[config.mk]
export PLATFORM = sky130hd
export DESIGN_NAME = gp_reg_bank_irq
export DESIGN_NICKNAME = d
export VERILOG_FILES = /design/src/rtl/gp_reg_bank_pkg.sv /design/src/rtl/irq_edge_capture.sv /design/src/rtl/gp_reg_bank_irq.sv
export SDC_FILE = /design/constraint.sdc
export NUM_CORES = 1
export LEC_CHECK = 0
export CAP_MARGIN = 10
export CORE_ASPECT_RATIO = 1.2
export CORE_MARGIN = 2
export CORE_UTILIZATION = 45
export CTS_CLUSTER_DIAMETER = 120
export DETAILED_ROUTE_END_ITERATION = 7
export MAX_ROUTING_LAYER = met4
export PLACE_DENSITY = 0.83
export SKIP_CTS_REPAIR_TIMING = 1
export SLEW_MARGIN = 10
export SYNTH_ARGS = -nofsm -noshare
export SYNTH_HDL_FRONTEND = slang
export SYNTH_HIERARCHICAL = 1
export SYNTH_SLANG_ARGS = --single-unit
[constraint.sdc]
create_clock -name clk -period 8 [get_ports clk]
set_clock_uncertainty 0.1 [all_clocks]
set_input_delay 0.8 -clock clk [delete_from_list [all_inputs] [get_ports clk]]
set_output_delay 0.8 -clock clk [all_outputs]
set_load 0.005 [all_outputs]
[src/rtl/gp_reg_bank_pkg.sv]
// Shared definitions for the general-purpose register bank with interrupt
// controller: register offsets above the GP window, CONFIG field positions
// and the byte-enable merge helper used for byte-writable registers.
package gp_reg_bank_pkg;

    // Word offsets relative to NUM_GP (the first address past the GP window).
    localparam int OFS_STATUS = 0;
    localparam int OFS_MASK   = 1;
    localparam int OFS_FORCE  = 2;
    localparam int OFS_CONFIG = 3;

    // CONFIG register field layout.
    localparam int CFG_NUM_GP_LSB = 0;
    localparam int CFG_IRQ_W_LSB  = 8;

    // Selects the new byte when its enable is set, otherwise keeps the old one.
    function automatic logic [7:0] be_merge8(
        input logic [7:0] old_byte,
        input logic [7:0] new_byte,
        input logic       en
    );
        return en ? new_byte : old_byte;
    endfunction

endpackage

[src/rtl/irq_edge_capture.sv]
// Rising-edge interrupt capture with sticky status.
// Ports:
//   clk, rst      clock, asynchronous active-high reset
//   irq_src       event inputs, synchronous to clk
//   clr           per-bit write-1-to-clear request (already byte-qualified)
//   set           per-bit software force request (already byte-qualified)
//   status        sticky status bits
module irq_edge_capture
    import gp_reg_bank_pkg::*;
#(
    parameter int IRQ_W = 8
) (
    input  logic             clk,
    input  logic             rst,
    input  logic [IRQ_W-1:0] irq_src,
    input  logic [IRQ_W-1:0] clr,
    input  logic [IRQ_W-1:0] set,
    output logic [IRQ_W-1:0] status
);

    logic [IRQ_W-1:0] src_q;
    logic [IRQ_W-1:0] status_q;
    logic [IRQ_W-1:0] status_d;
    logic [IRQ_W-1:0] rise;

    // src_q resets to 0, so a source held high through reset is seen as an
    // edge at the first clock after release.
    assign rise = irq_src & ~src_q;

    // Clear is applied first and set terms are ORed afterwards, so a new
    // edge or force on the same bit as a W1C leaves the bit set.
    assign status_d = (status_q & ~clr) | rise | set;

    always_ff @(posedge clk or posedge rst) begin
        if (rst) begin
            src_q    <= '0;
            status_q <= '0;
        end else begin
            src_q    <= irq_src;
            status_q <= status_d;
        end
    end

    assign status = status_q;

endmodule

[src/rtl/gp_reg_bank_irq.sv]
// Memory-mapped bank of NUM_GP general-purpose registers plus a maskable,
// sticky interrupt controller on a simple read/write slave bus.
// Ports:
//   clk, rst     clock, asynchronous active-high reset
//   read, write  single-cycle access strobes
//   address      word address; byte_en / write_data for writes
//   read_data    registered read data, holds between reads
//   gp_out       register i at [i*DATA_W +: DATA_W]
//   irq_src      hardware event inputs
//   irq          level interrupt, OR of (status & mask)
module gp_reg_bank_irq
    import gp_reg_bank_pkg::*;
#(
    parameter int DATA_W = 32,
    parameter int ADDR_W = 10,
    parameter int NUM_GP = 4,
    parameter int IRQ_W  = 8
) (
    input  logic                     clk,
    input  logic                     rst,
    input  logic                     read,
    input  logic                     write,
    input  logic [ADDR_W-1:0]        address,
    input  logic [DATA_W/8-1:0]      byte_en,
    input  logic [DATA_W-1:0]        write_data,
    output logic [DATA_W-1:0]        read_data,
    output logic [NUM_GP*DATA_W-1:0] gp_out,
    input  logic [IRQ_W-1:0]         irq_src,
    output logic                     irq
);

    localparam int NBYTES = DATA_W / 8;

    localparam logic [ADDR_W-1:0] A_STATUS = ADDR_W'(NUM_GP + OFS_STATUS);
    localparam logic [ADDR_W-1:0] A_MASK   = ADDR_W'(NUM_GP + OFS_MASK);
    localparam logic [ADDR_W-1:0] A_FORCE  = ADDR_W'(NUM_GP + OFS_FORCE);
    localparam logic [ADDR_W-1:0] A_CONFIG = ADDR_W'(NUM_GP + OFS_CONFIG);

    localparam logic [31:0] CFG32 = ((32'(NUM_GP) & 32'hFF) << CFG_NUM_GP_LSB)
                                  | ((32'(IRQ_W)  & 32'hFF) << CFG_IRQ_W_LSB);
    localparam logic [DATA_W-1:0] CFG_WORD = DATA_W'(CFG32);

    logic [DATA_W-1:0] be_bits;
    logic [IRQ_W-1:0]  mask_q;
    logic [IRQ_W-1:0]  mask_d;
    logic [IRQ_W-1:0]  status;
    logic [IRQ_W-1:0]  w1c_bits;
    logic [IRQ_W-1:0]  force_bits;
    logic [DATA_W-1:0] read_data_q;
    logic [DATA_W-1:0] read_data_d;

    // Expand byte enables to a per-bit mask.
    for (genvar gj = 0; gj < NBYTES; gj++) begin : gen_be
        assign be_bits[gj*8 +: 8] = {8{byte_en[gj]}};
    end

    // GP registers, one generate block each, byte-merged on write.
    for (genvar gi = 0; gi < NUM_GP; gi++) begin : gen_gp
        logic [DATA_W-1:0] gp_q;
        logic [DATA_W-1:0] gp_d;
        logic              gp_we;

        assign gp_we = write && (address == ADDR_W'(gi));

        for (genvar gj = 0; gj < NBYTES; gj++) begin : gen_byte
            assign gp_d[gj*8 +: 8] = gp_we
                ? be_merge8(gp_q[gj*8 +: 8], write_data[gj*8 +: 8], byte_en[gj])
                : gp_q[gj*8 +: 8];
        end

        always_ff @(posedge clk or posedge rst) begin
            if (rst) begin
                gp_q <= '0;
            end else begin
                gp_q <= gp_d;
            end
        end

        assign gp_out[gi*DATA_W +: DATA_W] = gp_q;
    end

    // Mask register holds only the implemented interrupt bits.
    always_comb begin
        mask_d = mask_q;
        if (write && (address == A_MASK)) begin
            mask_d = (mask_q & ~be_bits[IRQ_W-1:0])
                   | (write_data[IRQ_W-1:0] & be_bits[IRQ_W-1:0]);
        end
    end

    always_ff @(posedge clk or posedge rst) begin
        if (rst) begin
            mask_q <= '0;
        end else begin
            mask_q <= mask_d;
        end
    end

    assign w1c_bits   = (write && (address == A_STATUS))
                      ? (write_data[IRQ_W-1:0] & be_bits[IRQ_W-1:0]) : '0;
    assign force_bits = (write && (address == A_FORCE))
                      ? (write_data[IRQ_W-1:0] & be_bits[IRQ_W-1:0]) : '0;

    irq_edge_capture #(
        .IRQ_W (IRQ_W)
    ) u_irq_edge_capture (
        .clk     (clk),
        .rst     (rst),
        .irq_src (irq_src),
        .clr     (w1c_bits),
        .set     (force_bits),
        .status  (status)
    );

    // Read mux works on current register contents, so a same-cycle write to
    // the same address returns the pre-write value.
    always_comb begin
        read_data_d = '0;
        for (int i = 0; i < NUM_GP; i++) begin
            if (address == ADDR_W'(i)) begin
                read_data_d = gp_out[i*DATA_W +: DATA_W];
            end
        end
        if (address == A_STATUS) begin
            read_data_d[IRQ_W-1:0] = status;
        end
        if (address == A_MASK) begin
            read_data_d[IRQ_W-1:0] = mask_q;
        end
        if (address == A_CONFIG) begin
            read_data_d = CFG_WORD;
        end
    end

    always_ff @(posedge clk or posedge rst) begin
        if (rst) begin
            read_data_q <= '0;
        end else if (read) begin
            read_data_q <= read_data_d;
        end
    end

    assign read_data = read_data_q;

    // Driven only by registers, never by bus inputs.
    assign irq = |(status & mask_q);

endmodule

# Yosys cells after proc, flatten, opt, wreduce, memory -nomap -nowiden
# Cells that the tools add are included.
[op_classes]
muxes = 9
addsub = 0
n_eq_ne = 7
n_div = 0
order_cmp = 0
shift = 0
n_reduce_logical = 25
bitwise_logic = 11
n_mul = 0
[ops]
columns = ["cell", "count"]
rows = [
  ["32-bit 2-to-1 mux", 5],
  ["8-bit bitwise AND", 5],
  ["10-bit by 3-bit equality test with 1-bit output (second input constant)", 4],
  ["8-bit 2-to-1 mux", 4],
  ["2-bit AND reduction", 16],
  ["8-bit inverter", 3],
  ["8-bit bitwise OR", 3],
  ["10-bit by 2-bit equality test with 1-bit output (second input constant)", 2],
  ["10-bit by 1-bit equality test with 1-bit output (second input constant)", 1],
  ["10-bit zero test", 1],
  ["8-bit OR reduction", 1],
  ["1-bit logical AND", 7],
]
[totals]
regBits = 184
wordCells = 72
memories = 0
inputBits = 58
romBits = 0
latch_bits = 0
mem_bits_rw = 0

# Depth between registers and ports, before layout
# Gate-level depths: netlist of run 1.
[depth]
word_depth = 8
ltp_mapped = 8
depth_no_buf = 6

# Hierarchy
# Netlist of run 1, hierarchy kept.
[modules_own_cells]
columns = ["module", "area_per_inst_um2", "n_inst", "cells_per_inst", "seq_area_each_um2"]
rows = [
  ["gp_reg_bank_irq", 7649.8, 1, 510, 4204.0],
  ["irq_edge_capture", 544.3, 1, 41, 400.4],
]

# Worst setup path after synthesis of run 1
# No wires, ideal clock.
[synth_timing]
path_kind = "input to register"
from = "input address[0]"
to = "register u_irq_edge_capture.status_q[0] (netlist: u_irq_edge_capture/status[0])"
slack_ns = 5.429
n_path_buf = 2
cell_stages = 8
required_ns = 7.774
arrival_ns = 2.345
cell_sequence = "buf_2 buf_2 nor2_1 nand2_1 nor2_1 and2_1 inv_1 a221o_1"
[synth_between]
elab_chain_cells = 7
word_cells_on_any_way = 10
[synth_lines]
columns = ["element", "line", "text"]
rows = [
  ["start, declared", "gp_reg_bank_irq.sv:23", "input logic [ADDR_W-1:0] address,"],
  ["10-bit by 3-bit equality test with 1-bit output", "gp_reg_bank_irq.sv:99", "assign w1c_bits = (write && (address == A_STATUS))"],
  ["1-bit logical AND", "gp_reg_bank_irq.sv:99", ""],
  ["8-bit 2-to-1 mux", "gp_reg_bank_irq.sv:100", "? (write_data[IRQ_W-1:0] & be_bits[IRQ_W-1:0]) : '0;"],
  ["named net w1c_bits[0]", "gp_reg_bank_irq.sv:47", "logic [IRQ_W-1:0] w1c_bits;"],
  ["8-bit inverter", "irq_edge_capture.sv:32", "assign status_d = (status_q & ~clr) | rise | set;"],
  ["8-bit bitwise AND", "irq_edge_capture.sv:32", ""],
  ["8-bit bitwise OR (2 in a row)", "irq_edge_capture.sv:32", ""],
  ["named net u_irq_edge_capture.status_d[0]", "irq_edge_capture.sv:23", "logic [IRQ_W-1:0] status_d;"],
  ["end signal, assigned", "irq_edge_capture.sv:40", "status_q <= status_d;"],
  ["end, declared", "irq_edge_capture.sv:22", "logic [IRQ_W-1:0] status_q;"],
]
# The timed path passes the listed nets, and every way through them passes these cells.
# A chain may end at the register's enable or synchronous reset.

# Final worst setup path of run 1
[layout_timing]
from = "input address[2]"
to = "register gen_gp[2].gp_q[17]"
[layout_between]
elab_chain_cells = 3
[layout_lines]
columns = ["element", "line", "text"]
rows = [
  ["10-bit by 2-bit equality test with 1-bit output", "gp_reg_bank_irq.sv:63", "assign gp_we = write && (address == ADDR_W'(gi));"],
  ["1-bit logical AND", "gp_reg_bank_irq.sv:63", ""],
  ["2-bit AND reduction (no line)", "-", ""],
  ["end signal, assigned", "gp_reg_bank_irq.sv:75", "gp_q <= gp_d;"],
  ["end, declared", "gp_reg_bank_irq.sv:59", "logic [DATA_W-1:0] gp_q;"],
]
# No other way between the ends.

==> results of run 1 <==
[where the power goes]
part           switching (W)  internal, W
combinational      0.0000663    0.0000514
sequential        0.00000546     0.000938
clock               0.000353     0.000494
[metal layers]
layer	track usage [%]	wire (microns)	vias to the layer above
met5	-	0	-
met4	10.78	713	0
met3	4.789	1208	57
met2	41.81	11870	264
met1	29.89	9165	3005
li1	-	-	2502
[cell type report]
type                       count  area [sq um]
fill                        1321          6852
sequential                   184          4604
multi-input combinational    321          3393
timing repair buffer         223          2210
clock buffer                  22         484.2
tap                          224         280.3
clock inverter                 9         113.9
inverter                      26         102.6
[final timing paths]
kind / from / endpoint / slack (ns) / cells past startpoint
worst max-delay path: address[2] / gen_gp[2].gp_q[17] / 4.61 / 5
worst min-delay path: read_data[19] / read_data[19] / 0.41 / 1
worst max register to register: gen_gp[3].gp_q[11] / read_data[11] / 6.49 / 4
worst min register to register: read_data[19] / read_data[19] / 0.41 / 1
max in group asynchronous: rst / asynchronous set/reset pin / 5.42 / 3
min in group asynchronous: rst / u_irq_edge_capture/status[2] / 0.81 / 2
[worst max-delay path: cells and delay by family]
kind | cells | cell delay, ns
buffers and inverters | 1 | 1.02
muxes | 1 | 0.41
and+or+nand+nor | 3 | 1.36
[through the flow]
stage,hold WS [ns],std cells,cell area (sq um),power [W],util [%]
2_1_floorplan,0.3774,551,8194,0.001011,-
3_3_place_gp,0.3712,978,10590,0.001075,58.70
3_5_place_dp,0.3861,978,10590,0.001078,58.70
4_1_cts,0.4039,1009,11190,0.001922,62.02
5_1_grt,0.4268,1009,11190,0.001974,62.02
6_report,0.4112,1009,11190,0.001908,62.02
[cell usage in the layout (no fill, tap or decap), types with 3 or more instances in the layout]
cell	instances
nand2_1	12
o32ai_1	7
mux2_1	7
o221ai_1	7
a221o_1	8
clkbuf_8	4
buf_4	5
nor2_1	19
and2_1	16
mux2i_1	7
inv_1	24
nor2_4	8
nor3_4	3
clkdlybuf4s50_1	216
mux2_2	129
inv_6	3
a22o_1	22
nor2_8	5
o21ai_0	3
nand3_2	4
mux4_2	24
nor2_2	3
a22oi_1	11
clkinvlp_4	3
dfrtp_1	184
clkbuf_16	17
[state kept, by name (all words and copies together), names as in the netlist, named ones only]
name / count
u_irq_edge_capture/src_q: 8
u_irq_edge_capture/status: 8
gen_gp.gp_q: 128
read_data: 32
[cell families (layout without fill, tap and decap cells)]
family,Yosys count,count (layout)
muxes,167,167
buffers and inverters,46,280
AOI/OAI and AO/OA,65,65
DFF,184,184
and+or+nand+nor,89,89
==> results by group, run 1 <==
Status
  – Outcome: finished, final reports clean

Timing
  – Achievable Freq: a little under 0.3 GHz
  – Final setup viols: 0
  – Relative slew slack: 22.17%
  – Unrepaired setup endpoints after global routing: no
  – Tmin final: 3.388 ns
  – Fin crit share: 42.36%
  – Max Slew Vio Count: 0
  – Post-route setup slack: between 4 and 5 ns
  – Setup TNS Final: 0 ns
  – Worst Tran Pin Value: 1.164 ns
  – Final Hold Viols: 0

Cells and area
  – Layout cells sized above 1: 28.41%
  – Area grow syn2layout: 36.54%
  – Fin nets: approximately 830
  – Antenna cells: 0

Global routing
  – First-pass GRT wire length: 35.76 mm
  – Total GRT Usage: 25.13%
  – Number of global-route vias before repair: 6275
  – Largest net degree at the start of global routing: 92
  – Initial antenna violation count: 0
  – Overflow left after global routing: 0

Setup path
  – Max stage delay on crit path: 1.02 ns
  – Worst Path Required: 8.21 ns
  – Slowest CP cell: clkdlybuf4s50_1
  – CP Data Arrival Time: between 3 and 4 ns
  – CP cell instances: clkdlybuf4s50_1 -> and2b_1 -> nand3_2 -> nor2_2 -> mux2_2
  – Setup CP Type: primary input to flop
  – Critical Path Fanout Max: 26
  – Critical path endpoint category: flop
  – CP startpoint kind: primary input

Min path
  – Type of the most critical hold path: flop to flop

Detailed routing
  – Vias/cell: 5.776
  – Vias: 5828
  – Drt drc: 0
  – Initial detailed-routing violation count: 452
  – Routed wire length: 22.96 mm
  – Antenna Nets Post-Route: 0
  – WL per Instance: 22.75 microns
  – Initial DRT Pass Iterations: 7

Yosys
  – Avg Cell Area, Syn: about 15 sq um
  – Post-synth top cells: dfrtp_1 (184), mux2_2 (129), inv_1 (25)
  – Post-Synthesis Cells: 551
  – Most common cell in the synthesized netlist: dfrtp_1
  – Seq/Total Area, Yosys: between 50% and 60%
  – Largest area contributor in the netlist: dfrtp_1
  – Compound-cell area share of the yosys netlist: 6.948%
  – Adder-cell share of the synthesized area: 0%
  – Synth Area in XOR/XNOR: 0%
  – Ys Warns: 6
  – Post-synth design cell area: 0.008194 sq mm
  – Post-synth EDFFs: 0
  – Largest family of logic cells by synthesized area: multiplexers
  – Primary FF master, synth: dfrtp_1
  – Unique masters post-synth: 45
  – Yosys top cell area share: 56.19%
  – Ranking of synthesized cells by area: dfrtp_1 (56%), mux2_2 (18%), mux4_2 (6.6%), a22o_1 (2.4%), and2_1 (1.2%)
  – Mux contribution to synthesized area: 26.14%
  – Number of synthesized register bits: 184
  – Synth Area in Simple Gates: 8.291%
  – Async SR Flop Fraction: 100.0%
  – Syn nets: 609

Place
  – DP Worst Slack: 4.217 ns
  – GP Congestion: 0.8914
  – Port bufs: 218
  – HPWL Detailed: 16.19 mm

Power and ir drop
  – IR drop worst, VDD: between 100 and 150 uV
  – PwrDens: 170.5 mW/mm^2
  – Leakage power: 5.050 nW

Clock tree
  – H-tree Lvls: 4
  – Clock transition at the registers of the reported paths: approximately 0.06 ns
  – Clock buffer depth: 2
  – Total CTS buffers: 17
  – CTS tree: done
  – Root Driver: clkbuf_16
  – Clk sink count: 184
  – Clock latency on the worst-skew pair: 0.43 ns

Floorplanning
  – Core box area: 0.01804 sq mm
  – # IOs: 219
  – Die height: 151.8 microns
  – Die width: 127.2 microns
  – Die ar.: 0.01931 sq mm
  – # rows: 54
  – Initial Util: 45.42%

Job
  – Max cap viols: 0
Note: power is estimated with default switching activity, not from simulation.
==> inputs of run 2 (changes only) <==
- CORE_UTILIZATION: 45 -> 44
- PLACE_DENSITY: 0.83 -> 0.85
- clock period: 8 -> 2.9 ns (I/O delays scaled with it)
==> run 2 against run 1 <==
  * Final cell count is 1.9% higher
  * Final area is 1.4% higher
  * Register-to-register slack worse by 5.1 ns
  * Critical path depth is 3 higher
  * Flip-flop and latch count stayed put
==> results by group, run 2 (synthesis gave the netlist of run 1 again) <==
Detailed routing
  – Drt drc: 0 (unchanged)
  – Antenna Nets Post-Route: 0 (unchanged)
  – Initial DRT Pass Iterations: 5 (was 7)
  – Vias/cell: 5.612 (was 5.776)
  – Routed wire length: 22.23 mm (was 22.96 mm)
  – WL per Instance: 21.62 microns (was 22.75 microns)
  – Initial detailed-routing violation count: 322 (was 452)
  – Vias: 5769 (was 5828)

Floorplanning
  – Die height: 153.5 microns (was 151.8 microns)
  – Die width: 128.6 microns (was 127.2 microns)
  – Core box area: 0.01824 sq mm (was 0.01804 sq mm)
  – # rows: 54 (unchanged)
  – # IOs: 219 (unchanged)
  – Initial Util: 44.92% (was 45.42%)
  – Die ar.: 0.01974 sq mm (was 0.01931 sq mm)

Timing
  – Post-route setup slack: 0.6855 ns (was 4.612 ns)
  – Fin crit share: 76.36%
  – WHS: 0.2568 ns (was 0.4112 ns)
  – Setup TNS Final: 0 ns (unchanged)
  – Tmin final: 2.215 ns
  – Achievable Freq: 0.4516 GHz
  – Worst Tran Pin Value: 0.7256 ns (was 1.164 ns)
  – Final Hold Viols: 0 (unchanged)
  – Final setup viols: 0 (unchanged)
  – Max Slew Vio Count: 0 (unchanged)
  – Relative slew slack: 51.63% (was 22.17%)
  – Unrepaired setup endpoints after global routing: no (unchanged)

Global routing
  – Number of global-route vias before repair: 6113 (was 6275)
  – Initial antenna violation count: 3 (was 0)
  – First-pass GRT wire length: 34.43 mm (was 35.76 mm)
  – Overflow left after global routing: 0 (unchanged)
  – Largest net degree at the start of global routing: 96 (was 92)
  – Total GRT Usage: 23.69% (was 25.13%)

Clock tree
  – Clk sink count: 184 (unchanged)
  – Clock buffer depth: 2 (unchanged)
  – Clock latency on the worst-skew pair: 0.42 ns (was 0.43 ns)
  – Total CTS buffers: 17 (unchanged)
  – Root Driver: clkbuf_16 (unchanged)
  – CTS tree: done (unchanged)
  – H-tree Lvls: 4 (unchanged)
  – Clock transition at the registers of the reported paths: 0.07 ns (was 0.06 ns)

Cells and area
  – Most frequent cells in the layout: clkdlybuf4s50_1 (216), dfrtp_1 (184), mux2_2 (129) (unchanged)
  – Layout fillers: 1393 (was 1321)
  – Fin cells: 1028 (was 1009)
  – Most flop-heavy register: gen_gp.gp_q (unchanged)
  – Most common cell after layout, fill and taps aside: clkdlybuf4s50_1 (unchanged)
  – Fin nets: 846 (was 831)
  – Max reg flops: 128 (unchanged)
  – Area grow syn2layout: 38.51% (was 36.54%)
  – Layout cells sized above 1: 29.71% (was 28.41%)

Place
  – Port bufs: 218 (unchanged)
  – Post-placement cell count: 993 (was 978)
  – DP Worst Slack: 0.2738 ns (was 4.217 ns)
  – HPWL Detailed: 15.78 mm (was 16.19 mm)
  – GP Congestion: 0.8622 (was 0.8914)

Power and ir drop
  – IR drop worst, VDD: 376.4 uV (was 143.8 uV)
  – Leakage power: 5.143 nW (was 5.050 nW)
  – Total power: 0.005359 W (was 0.001908 W)
  – PwrDens: 472.1 mW/mm^2 (was 170.5 mW/mm^2)

Min path
  – Hold Crit Depth: 1 (unchanged)
  – Type of the most critical hold path: primary input to flop (was flop to flop)

Setup path
  – CP Data Arrival Time: 2.41 ns (was 3.60 ns)
  – Worst Path Required: 3.10 ns (was 8.21 ns)
  – Critical Path Fanout Max: 8 (was 26)
  – Critical path endpoint category: flop (unchanged)
  – FF-to-FF path depth: 4 (unchanged)
  – CP startpoint kind: primary input (unchanged)
  – Setup CP Type: primary input to flop (unchanged)

Status
  – Outcome: finished, final reports clean (unchanged)

Job
  – Max cap viols: 0 (unchanged)
==> run 2: cell count changes in the layout (fill, tap and decap cells not counted) <==
cell	previous run	this run
buf_12	0	2
buf_4	5	18
bufinv_16	2	3
diode_2	0	3
clkbuf_8	4	3
inv_6	3	2
clkbuf_1	1	2
clkinv_2	1	2
==> run 2: through the flow <==
stage,area (sq um),util (%)
2_1_floorplan,8198,-
3_3_place_gp,10730,58.80
3_5_place_dp,10730,58.80
4_1_cts,11340,62.17
5_1_grt,11350,62.22
6_report,11350,62.22
==> run 2: critical path: stages <==
cell and delay [ns]:
clkdlybuf4s50_1 0.46, nor4_4 0.49, nand2_1 0.28, nor2_1 0.18, buf_4 0.18, and2_1 0.14, inv_1 0.04, a221o_1 0.34
==> run 2: final timing paths <==
kind,startpoint,endpoint,slack [ns]
min in group asynchronous,rst,u_irq_edge_capture/status[4],0.29
hold / removal,irq_src[2],u_irq_edge_capture/src_q[2],0.26
max in group asynchronous,rst,asynchronous set/reset pin,1.93
setup / recovery,address[7],u_irq_edge_capture/status[0],0.69
hold reg to reg,read_data[31],read_data[31],0.39
setup reg to reg,gen_gp[3].gp_q[11],read_data[11],1.43
==> run 2: cell type report <==
type                       instances  area, sq um  share of cell area [%]
antenna                            3        7.507                 0.06615
clock buffer                      22        474.2                   4.178
clock inverter                    10        141.4                   1.246
inverter                          26        101.3                  0.8930
multi-input combinational        321         3393                   29.90
sequential                       184         4604                   40.57
tap                              224        280.3                   2.469
timing repair buffer             238         2347                   20.68
==> run 2: layer usage <==
layer  vias up  wire (microns)  GRT usage, %
met4         0             495         7.350
met5         -               0             -
li1       2533               -             -
met2       246           11130         38.91
met1      2949            9214         29.47
met3        41            1383         5.184
==> run 2: where the power goes <==
group          internal (W)  switching, W  leakage (nW)  total (W)
registers           0.00259     0.0000151          2.51    0.00260
clock network       0.00143      0.000991         0.297    0.00242
logic              0.000150      0.000183          2.34   0.000334
total               0.00417       0.00119          5.14    0.00536
